`src/rtl/div_seq_if.sv`:
```
// Purpose : request/response bundle between the EX stage and the sequential divider.
// Latency : n/a (wires only); the divider registers everything it drives.
// Backpr. : EX holds start_i until it sees ready_o and has consumed result_o.
//
// Signals: signed_div_i (1=DIV, 0=DIVU), opdata1_i (dividend), opdata2_i (divisor),
//          start_i (request level), annul_i (abort), result_o ({rem,quo}), ready_o.
interface div_seq_if #(
    parameter int WIDTH = 32
);
    logic                 signed_div_i;
    logic [WIDTH-1:0]     opdata1_i;
    logic [WIDTH-1:0]     opdata2_i;
    logic                 start_i;
    logic                 annul_i;
    logic [2*WIDTH-1:0]   result_o;
    logic                 ready_o;

    // EX stage side
    modport master (
        output signed_div_i, opdata1_i, opdata2_i, start_i, annul_i,
        input  result_o, ready_o
    );

    // divider side
    modport slave (
        input  signed_div_i, opdata1_i, opdata2_i, start_i, annul_i,
        output result_o, ready_o
    );
endinterface

```
`src/rtl/div_seq.sv`:
```
// Purpose : radix-2 restoring divider for DIV/DIVU, one division in flight,
//           operands latched at the accepting edge (E0).
// Latency : ready_o 33 cycles after E0 (WIDTH iterations), 2 cycles for divide-by-zero,
//           1 cycle for |op1| < |op2| when DIV_SMALL_FAST_EN is defined.
// Backpr. : result held in END while start_i stays high; start_i low or annul_i returns to IDLE.
//
// Ports: clk, rst (synchronous, active high), div_if (slave modport of div_seq_if).
// Config: define DIV_SMALL_FAST_EN to finish small-dividend cases straight from IDLE.
module div_seq #(
    parameter int WIDTH = 32,
    parameter int CNT_W = 6
) (
    input  logic          clk,
    input  logic          rst,
    div_seq_if.slave      div_if
);

    typedef enum logic [1:0] {
        IDLE   = 2'd0,
        BYZERO = 2'd1,
        ON     = 2'd2,
        END    = 2'd3
    } state_t;

    localparam logic [CNT_W-1:0] LAST_CNT = CNT_W'(WIDTH - 1);

    state_t               state_q, state_d;
    logic [CNT_W-1:0]     cnt_q, cnt_d;
    logic [WIDTH-1:0]     rem_q, rem_d;
    logic [WIDTH-1:0]     quo_q, quo_d;
    logic [WIDTH-1:0]     dvs_q, dvs_d;
    logic                 neg_quo_q, neg_quo_d;
    logic                 neg_rem_q, neg_rem_d;
    logic                 ready_q, ready_d;
    logic [2*WIDTH-1:0]   result_q, result_d;

    // Operand magnitudes; in unsigned mode they are the raw operands.
    logic                 op1_neg, op2_neg;
    logic [WIDTH-1:0]     mag1, mag2;

    // One restoring step on the working registers.
    logic [WIDTH:0]       rem_sh;
    logic [WIDTH:0]       diff;
    logic [WIDTH-1:0]     rem_nxt, quo_nxt;
    logic [WIDTH-1:0]     rem_fix, quo_fix;

    assign op1_neg = div_if.signed_div_i & div_if.opdata1_i[WIDTH-1];
    assign op2_neg = div_if.signed_div_i & div_if.opdata2_i[WIDTH-1];
    assign mag1    = op1_neg ? -div_if.opdata1_i : div_if.opdata1_i;
    assign mag2    = op2_neg ? -div_if.opdata2_i : div_if.opdata2_i;

    // rem < divisor holds every step, so the shifted value fits in WIDTH+1 bits
    // and diff[WIDTH] is the borrow of the trial subtraction.
    assign rem_sh  = {rem_q, quo_q[WIDTH-1]};
    assign diff    = rem_sh - {1'b0, dvs_q};
    assign rem_nxt = diff[WIDTH] ? rem_sh[WIDTH-1:0] : diff[WIDTH-1:0];
    assign quo_nxt = {quo_q[WIDTH-2:0], ~diff[WIDTH]};

    // Quotient sign is the XOR of operand signs; remainder follows the dividend.
    // The most-negative / -1 case lands on 0x80..0 naturally after negation.
    assign quo_fix = neg_quo_q ? -quo_nxt : quo_nxt;
    assign rem_fix = neg_rem_q ? -rem_nxt : rem_nxt;

    always_comb begin
        state_d   = state_q;
        cnt_d     = cnt_q;
        rem_d     = rem_q;
        quo_d     = quo_q;
        dvs_d     = dvs_q;
        neg_quo_d = neg_quo_q;
        neg_rem_d = neg_rem_q;
        ready_d   = ready_q;
        result_d  = result_q;

        case (state_q)
            IDLE: begin
                ready_d  = 1'b0;
                result_d = '0;
                if (div_if.start_i && !div_if.annul_i) begin
                    neg_quo_d = op1_neg ^ op2_neg;
                    neg_rem_d = op1_neg;
                    dvs_d     = mag2;
                    quo_d     = mag1;
                    rem_d     = '0;
                    cnt_d     = '0;
                    if (div_if.opdata2_i == '0) begin
                        state_d = BYZERO;
                    end
`ifdef DIV_SMALL_FAST_EN
                    else if (mag1 < mag2) begin
                        // Quotient is zero and the remainder is the dividend as given.
                        state_d  = END;
                        ready_d  = 1'b1;
                        result_d = {div_if.opdata1_i, {WIDTH{1'b0}}};
                    end
`endif
                    else begin
                        state_d = ON;
                    end
                end
            end

            BYZERO: begin
                if (div_if.annul_i) begin
                    state_d = IDLE;
                end else begin
                    state_d  = END;
                    ready_d  = 1'b1;
                    result_d = '0;
                end
            end

            ON: begin
                if (div_if.annul_i) begin
                    state_d = IDLE;
                end else begin
                    rem_d = rem_nxt;
                    quo_d = quo_nxt;
                    cnt_d = cnt_q + CNT_W'(1);
                    if (cnt_q == LAST_CNT) begin
                        state_d  = END;
                        ready_d  = 1'b1;
                        result_d = {rem_fix, quo_fix};
                    end
                end
            end

            END: begin
                if (div_if.annul_i || !div_if.start_i) begin
                    state_d  = IDLE;
                    ready_d  = 1'b0;
                    result_d = '0;
                end
            end

            default: begin
                state_d  = IDLE;
                ready_d  = 1'b0;
                result_d = '0;
            end
        endcase
    end

    always_ff @(posedge clk) begin
        if (rst) begin
            state_q   <= IDLE;
            cnt_q     <= '0;
            rem_q     <= '0;
            quo_q     <= '0;
            dvs_q     <= '0;
            neg_quo_q <= 1'b0;
            neg_rem_q <= 1'b0;
            ready_q   <= 1'b0;
            result_q  <= '0;
        end else begin
            state_q   <= state_d;
            cnt_q     <= cnt_d;
            rem_q     <= rem_d;
            quo_q     <= quo_d;
            dvs_q     <= dvs_d;
            neg_quo_q <= neg_quo_d;
            neg_rem_q <= neg_rem_d;
            ready_q   <= ready_d;
            result_q  <= result_d;
        end
    end

    assign div_if.ready_o  = ready_q;
    assign div_if.result_o = result_q;

endmodule

```
`src/flat_wrapper.sv`:
```
// flat-port wrapper written by rule: the top's interface ports become plain ports
module div_seq_flat 
#(
    parameter int WIDTH = 32,
    parameter int CNT_W = 6
)
  (clk, rst, div_if_signed_div_i, div_if_opdata1_i, div_if_opdata2_i, div_if_start_i, div_if_annul_i, div_if_result_o, div_if_ready_o);
  div_seq_if #(.WIDTH(WIDTH)) div_if_i ();
  input  logic clk;
  input  logic rst;
  input wire logic [$bits(div_if_i.signed_div_i)-1:0] div_if_signed_div_i;
  input wire logic [$bits(div_if_i.opdata1_i)-1:0] div_if_opdata1_i;
  input wire logic [$bits(div_if_i.opdata2_i)-1:0] div_if_opdata2_i;
  input wire logic [$bits(div_if_i.start_i)-1:0] div_if_start_i;
  input wire logic [$bits(div_if_i.annul_i)-1:0] div_if_annul_i;
  output wire logic [$bits(div_if_i.result_o)-1:0] div_if_result_o;
  output wire logic [$bits(div_if_i.ready_o)-1:0] div_if_ready_o;
  assign div_if_i.signed_div_i = div_if_signed_div_i;
  assign div_if_i.opdata1_i = div_if_opdata1_i;
  assign div_if_i.opdata2_i = div_if_opdata2_i;
  assign div_if_i.start_i = div_if_start_i;
  assign div_if_i.annul_i = div_if_annul_i;
  assign div_if_result_o = div_if_i.result_o;
  assign div_if_ready_o = div_if_i.ready_o;
  div_seq #(.WIDTH(WIDTH), .CNT_W(CNT_W)) u_core (.clk(clk), .rst(rst), .div_if(div_if_i));
endmodule
```
`config.mk`:
```
export PLATFORM = sky130hd
export DESIGN_NAME = div_seq_flat
export DESIGN_NICKNAME = d
export VERILOG_FILES = /design/src/rtl/div_seq_if.sv /design/src/rtl/div_seq.sv /design/src/flat_wrapper.sv
export SDC_FILE = /design/constraint.sdc
export NUM_CORES = 1
export LEC_CHECK = 0
export CORE_MARGIN = 2
export CORE_UTILIZATION = 45
export CTS_CLUSTER_SIZE = 25
export DETAILED_ROUTE_END_ITERATION = 7
export GPL_TIMING_DRIVEN = 0
export HOLD_SLACK_MARGIN = 0.12
export PLACE_DENSITY = 0.75
export SYNTH_ARGS = -nofsm -noshare
export SYNTH_HDL_FRONTEND = slang
export SYNTH_SLANG_ARGS = --single-unit
```
`constraint.sdc`:
```
create_clock -name clk -period 7.15 [get_ports clk]
set_input_delay 1.0725 -clock clk [delete_from_list [all_inputs] [get_ports clk]]
set_output_delay 1.0725 -clock clk [all_outputs]
set_load 0.03 [all_outputs]
```
== After elaboration in Yosys (flattened, before gate mapping) ==
Index checks and enable logic that the tools add are counted.
W data, S select, Z words.
Cells by class
  order comparisons: 0
  div/mod/pow operators: 0
  reduce and logical (&&, ||, !) cells: 11
  shifts and indexed selects: 0
  multiplexer cells: 31
  bitwise operators: 4
  equal/unequal tests: 10
  multipliers: 0
  $add $sub $neg: 6
Operators by type and width (count)
  $mux W32: 9
  $mux W64: 4
  $pmux W64 S4: 1
  $neg A32 Y32: 4
  $pmux W32 S2: 2
  $sub A33 B32 Y33: 1
  $logic_not A32 Y1: 1
  $mux W2: 6
  $mux W6: 2
  $pmux W6 S2: 1
  $pmux W2 S4: 1
  $add A6 B1 Y6 const B: 1
  $eq A6 B5 Y1 const B: 1
  $ne A2 B1 Y1 const B: 3
  $reduce_and A3 Y1: 2
  $eq A2 B2 Y1 const B: 2
  $mux W1: 4
  $ne A2 B2 Y1 const B: 2
  $pmux W1 S4: 1
  $reduce_and A4 Y1: 1
  $ne A3 B2 Y1 const B: 1
  $and A1 B1 Y1: 2
  $eq A2 B1 Y1 const B: 1
  $logic_not A1 Y1: 2
  7 further kinds: 7
Word-level totals
  RAM bits: 0
  output and inout port bits: 65
  memories kept: 0
  memory bits (read-only): 0
  word-level logic and storage cells: 71
  register bits after elaboration: 171
  bits in latches: 0

== Logic depth before layout (Yosys ltp) ==
  depth after elaboration: 7
  gate-level depth with buffers: 26
  depth with buffers taken out: 24

== Worst setup path after synthesis ==
OpenSTA, ideal clock, no wires.
  path kind: reg-to-reg
  start: register u_core.quo_q[31]
  end: register u_core.result_q[60] (netlist: u_core.div_if.result_o[60])
  slack: 2.276 ns
  stages on the path, launching flop included: 25
  library setup time: 0.126 ns
  clock period less this slack: 4.874 ns
  arrival: 4.748 ns
  data required time: 7.024 ns
  cells stage by stage: dfxtp_1 > inv_1 > ha_1 > inv_1 > fa_1 > a211oi_2 > o31ai_4 > o21ai_2 > a211oi_2 > a211oi_2 > xnor2_1 > buf_6 > buf_2 > buf_2 > mux2i_1 > ha_1 > nand2_1 > a2111o_1 > nor3b_1 > nor3b_2 > and4_1 > o221ai_1 > o31ai_1 > xor2_1 > o21ai_1
Between the ends
  cells in the longest elaborated chain, start to end: 7
RTL lines
  start, declared: line div_seq.sv:30  | logic [WIDTH-1:0] quo_q, quo_d;
  start signal, assigned: line div_seq.sv:159  | quo_q <= quo_d;
  $sub A33 B32 Y33: line div_seq.sv:55  | assign diff = rem_sh - {1'b0, dvs_q};
  $mux W32 *: line div_seq.sv:56  | assign rem_nxt = diff[WIDTH] ? rem_sh[WIDTH-1:0] : diff[WIDTH-1:0];
  $neg A32 Y32: line div_seq.sv:62  | assign rem_fix = neg_rem_q ? -rem_nxt : rem_nxt;
  $mux W32 *: line div_seq.sv:62
  $mux W64 *: line div_seq.sv:120  | if (cnt_q == LAST_CNT) begin
  $mux W64 *: line div_seq.sv:114  | if (div_if.annul_i) begin
  $pmux W64 S4 *: line div_seq.sv:75  | case (state_q)
  end signal, assigned: line div_seq.sv:164  | result_q <= result_d;
  end, declared: line div_seq.sv:35  | logic [2*WIDTH-1:0] result_q, result_d;
Every way passes the cells marked *; elsewhere a longest branch is shown, timed or not. The select of a mux whose other input is x is not followed.
A chain may end at the register's enable or synchronous reset.

== Final worst setup path ==
Ends and elaborated chain as after synthesis.

==> results.sh <==
export IMPL_status="finished, final reports clean"
export IMPL_syn_nets=1666
export IMPL_p_leak_uw=0.00497
export IMPL_rr_endpoint="u_core.div_if.result_o[60]"
export IMPL_fp_dieH_microns=164
export IMPL_synth_ff_type="dfxtp_1"
export IMPL_grt_pass1_vias=11300
export IMPL_setup_viol=0
export IMPL_hp_class="register to register"
export IMPL_cts_max_path_buffers=2
export IMPL_clock_sinks=171
export IMPL_portBuffers=132
export IMPL_crit_type="register to register"
export IMPL_finClkSkew_ns=0.0124
export IMPL_startpoint_type="register"
export IMPL_crit_fanout=10
export IMPL_drive_gt1_frac=0.0472
export IMPL_grt_max_degree=18
export IMPL_ant_nets=0
export IMPL_timing_final_crit_period_ns=6.61
export IMPL_ios=134
export IMPL_min_path_cells=2
export IMPL_hold_end="u_core.div_if.result_o[51]"
export IMPL_htree_levels=4
export IMPL_start_util=0.459
export IMPL_cts_tree="yes"
export IMPL_slowest_stage="buf_1"
export IMPL_synth_warnings=0
export IMPL_clk_latency_ns=0.44
export IMPL_crit_family="compound AO/OA/AOI/OAI gates"
export IMPL_dp_final_hpwl_mm=30.3
export IMPL_critPathMaxStageDelay_ns=0.55
export IMPL_crit_buf_inv=6
export IMPL_ir_drop_mv=0.191
export IMPL_critPathArrivalTime_ns=6.93
export IMPL_async_flop_share=0
export IMPL_relSlewSlack=0.459
export IMPL_use_met2=0.430
export IMPL_reg2reg_slack_ns=0.54
export IMPL_rr_worst_depth=25
export IMPL_vias=12000
export IMPL_row_count=58
export IMPL_wl_per_cell_microns=18.9
export IMPL_clk_pin_slew_ns=0.07
export IMPL_postCtsSetupBuffers=0
export IMPL_grt_overflow_total=0
export IMPL_use_met1=0.426
export IMPL_drv_slew=0
export IMPL_hold_viol_final=0
export IMPL_route_detailed_drc=0
export IMPL_dr_pass1_iters=6
export IMPL_drt_wl_total_mm=38.7
export IMPL_synth_edf_count=0
export IMPL_syn_inst=1554
export IMPL_cp_common_cell="inv_1"
export IMPL_fmax_mhz=151
export IMPL_min_from="u_core.div_if.result_o[51]"
export IMPL_dieArea_sq_um=27000
export IMPL_r2r_start="u_core.quo_q[31]"
export IMPL_endpoint_kind="register"
export IMPL_coreArea_sq_um=25200
export IMPL_die_x_microns=164
export IMPL_rsz0062_at_grt="no"
export IMPL_cap_violations=0
export IMPL_final_util=0.550
export IMPL_syn_to_final_growth_pct=19.9
export IMPL_power_density_nw_per_um2=274
export IMPL_final_cells=2047
export IMPL_gp_congestion=0.947
export IMPL_via_per_inst=5.84
export IMPL_tns_ns=0
export IMPL_nFillCells=2409
export IMPL_antenna_cells=0
export IMPL_hold_buffers=0
export IMPL_grt_util_all_layers=0.289
export IMPL_busiest_layer="met2"
export IMPL_ys_seq_area_frac=0.296
export IMPL_cts_root_buf="clkbuf_16"
export IMPL_final_nets=1817
export IMPL_worstPathRequired_ns=7.47
export IMPL_fin_crit_sh=0.925
export IMPL_worst_slew_pin_transition_ns=0.811
export IMPL_drt_initial_drc_count=1276
export IMPL_synth_seq_cells=171
export IMPL_hold_ws_ns=0.450
export IMPL_postSynthAreaPerCell_sq_um=7.43
export IMPL_synth_cell_types=81
export IMPL_placed_cells=2016
export IMPL_grt_pass1_wl_mm=61.0
export IMPL_netlist_area_sq_um=11500
export IMPL_cts_resized=0
export IMPL_met3_usage=0.0434
export IMPL_numCtsBuffers=17
export IMPL_antenna_found_initial=0
[registers in the layout, summed over array words and instances, names as in the netlist]
signal	cells
u_core.div_if.result_o	64
u_core.dvs_q	32
u_core.quo_q	32
u_core.rem_q	32
u_core.cnt_q	6
u_core.state_q	2
u_core.div_if.ready_o	1
u_core.neg_quo_q	1
u_core.neg_rem_q	1
[where the power goes]
group          switching [uW]  leakage [uW]  internal [uW]
logic                    1200       0.00332            568
clock network             446      0.000262            457
registers                86.9       0.00139           1030
total                    1730       0.00497           2060
[cells in the mapped netlist, types with 3 or more instances]
master    number  area (sq um)
a211oi_1      36           270
a211oi_2       3          37.5
a21o_1         7          52.6
a21oi_1       91           455
a22oi_1       50           375
a311oi_1       5          43.8
a31oi_1       43           269
and2_1        10          62.6
and3_1         6          37.5
and4_1         5          43.8
buf_1          9          33.8
buf_2         13          65.1
clkbuf_1      69           259
dfxtp_1      171          3420
ha_1          42           526
inv_1         62           233
mux2i_1       13           130
nand2_1      218           818
nand2b_1       9          56.3
nand3_1       65           325
nand3b_1       4          30.0
nand4_1        9          56.3
nor2_1       167           627
nor2b_1        7          43.8
nor3_1        35           175
nor4_1        13          81.3
o211ai_1       7          52.6
o21a_1         4          30.0
o21ai_0      103           515
o21ai_1        9          45.0
o21bai_1       5          37.5
o31a_1         4          35.0
o31ai_1       14           105
o41ai_1        8          70.1
o41ai_2        3          48.8
or2_2          3          18.8
or3_1         20           125
or4_1         12          90.1
or4_4          4          45.0
xnor2_1       79           692
xor2_1        60           526
[final cells by class]
type	count	area (sq um)	area share
Sequential cell	171	3420	0.247
Inverter	62	233	0.0168
Timing Repair Buffer	132	1320	0.0955
Clock inverter	14	134	0.00967
Buffer	96	400	0.0289
Multi-Input combinational cell	1225	7490	0.541
Tap cell	330	413	0.0298
Clock buffer	17	425	0.0307
[layout by cell type, fill, tap and decap left out, types with 6 or more instances in the layout]
cell type / netlist / layout
nand2_1: 218 / 218
dfxtp_1: 171 / 171
nor2_1: 167 / 167
clkdlybuf4s50_1: 0 / 132
o21ai_0: 103 / 103
a21oi_1: 91 / 91
xnor2_1: 79 / 79
clkbuf_1: 69 / 69
nand3_1: 65 / 65
inv_1: 62 / 62
xor2_1: 60 / 60
a22oi_1: 50 / 50
a31oi_1: 43 / 43
ha_1: 42 / 42
a211oi_1: 36 / 36
nor3_1: 35 / 35
or3_1: 20 / 20
clkbuf_16: 0 / 17
o31ai_1: 14 / 14
buf_2: 13 / 13
mux2i_1: 13 / 13
nor4_1: 13 / 13
or4_1: 12 / 12
and2_1: 10 / 10
o21ai_1: 9 / 9
nand2b_1: 9 / 9
buf_1: 9 / 9
nand4_1: 9 / 9
o41ai_1: 8 / 8
a21o_1: 7 / 7
nor2b_1: 7 / 7
o211ai_1: 7 / 7
and3_1: 6 / 6
[tightest hold or removal path: stages (launching register included)]
cell,delay (ns)
dfxtp_1,0.32
nand2_1,0.04
o21ai_0,0.05
[kinds of logic (layout without fill, tap and decap cells)]
family                     Yosys count  in the layout  synth area share
adders and majority gates           43             43            0.0472
buffers and inverters              158            321            0.0548
DFF                                171            171             0.296
muxes                               13             13            0.0113
xor gates and xnor gates           139            139             0.105
and+or+nand+nor                    601            601             0.240
AOI/OAI and AO/OA                  429            429             0.245
[layer usage]
layer / part of all wire / vias up
li1: - / 5831
met5: 0 / -
met1: 0.46 / 5494
met3: 0.097 / 62
met4: 0.019 / 0
met2: 0.43 / 572
[how the worst max path moves through the flow]
stage	from	end	slack, ns	cells past startpoint
6_report	u_core.quo_q[31]	u_core.div_if.result_o[60]	0.54	25
5_1_grt	u_core.quo_q[31]	u_core.div_if.result_o[60]	0.32	25
4_1_cts	u_core.quo_q[31]	u_core.div_if.result_o[60]	0.79	25
3_5_place_dp	u_core.quo_q[31]	u_core.div_if.result_o[60]	0.82	25
3_3_place_gp	u_core.quo_q[31]	u_core.div_if.result_o[60]	0.82	25
2_1_floorplan	u_core.quo_q[31]	u_core.div_if.result_o[60]	2.28	24
[through the flow]
step           worst slack (ns)  area, sq um  power (uW)
2_1_floorplan              2.28        11500        2320
3_3_place_gp              0.821        13300        2830
3_5_place_dp              0.821        13300        2850
4_1_cts                   0.793        13800        3750
5_1_grt                   0.324        13800        4000
6_report                  0.536        13800        3790
No activity file was read; power rests on OpenSTA's default activity.
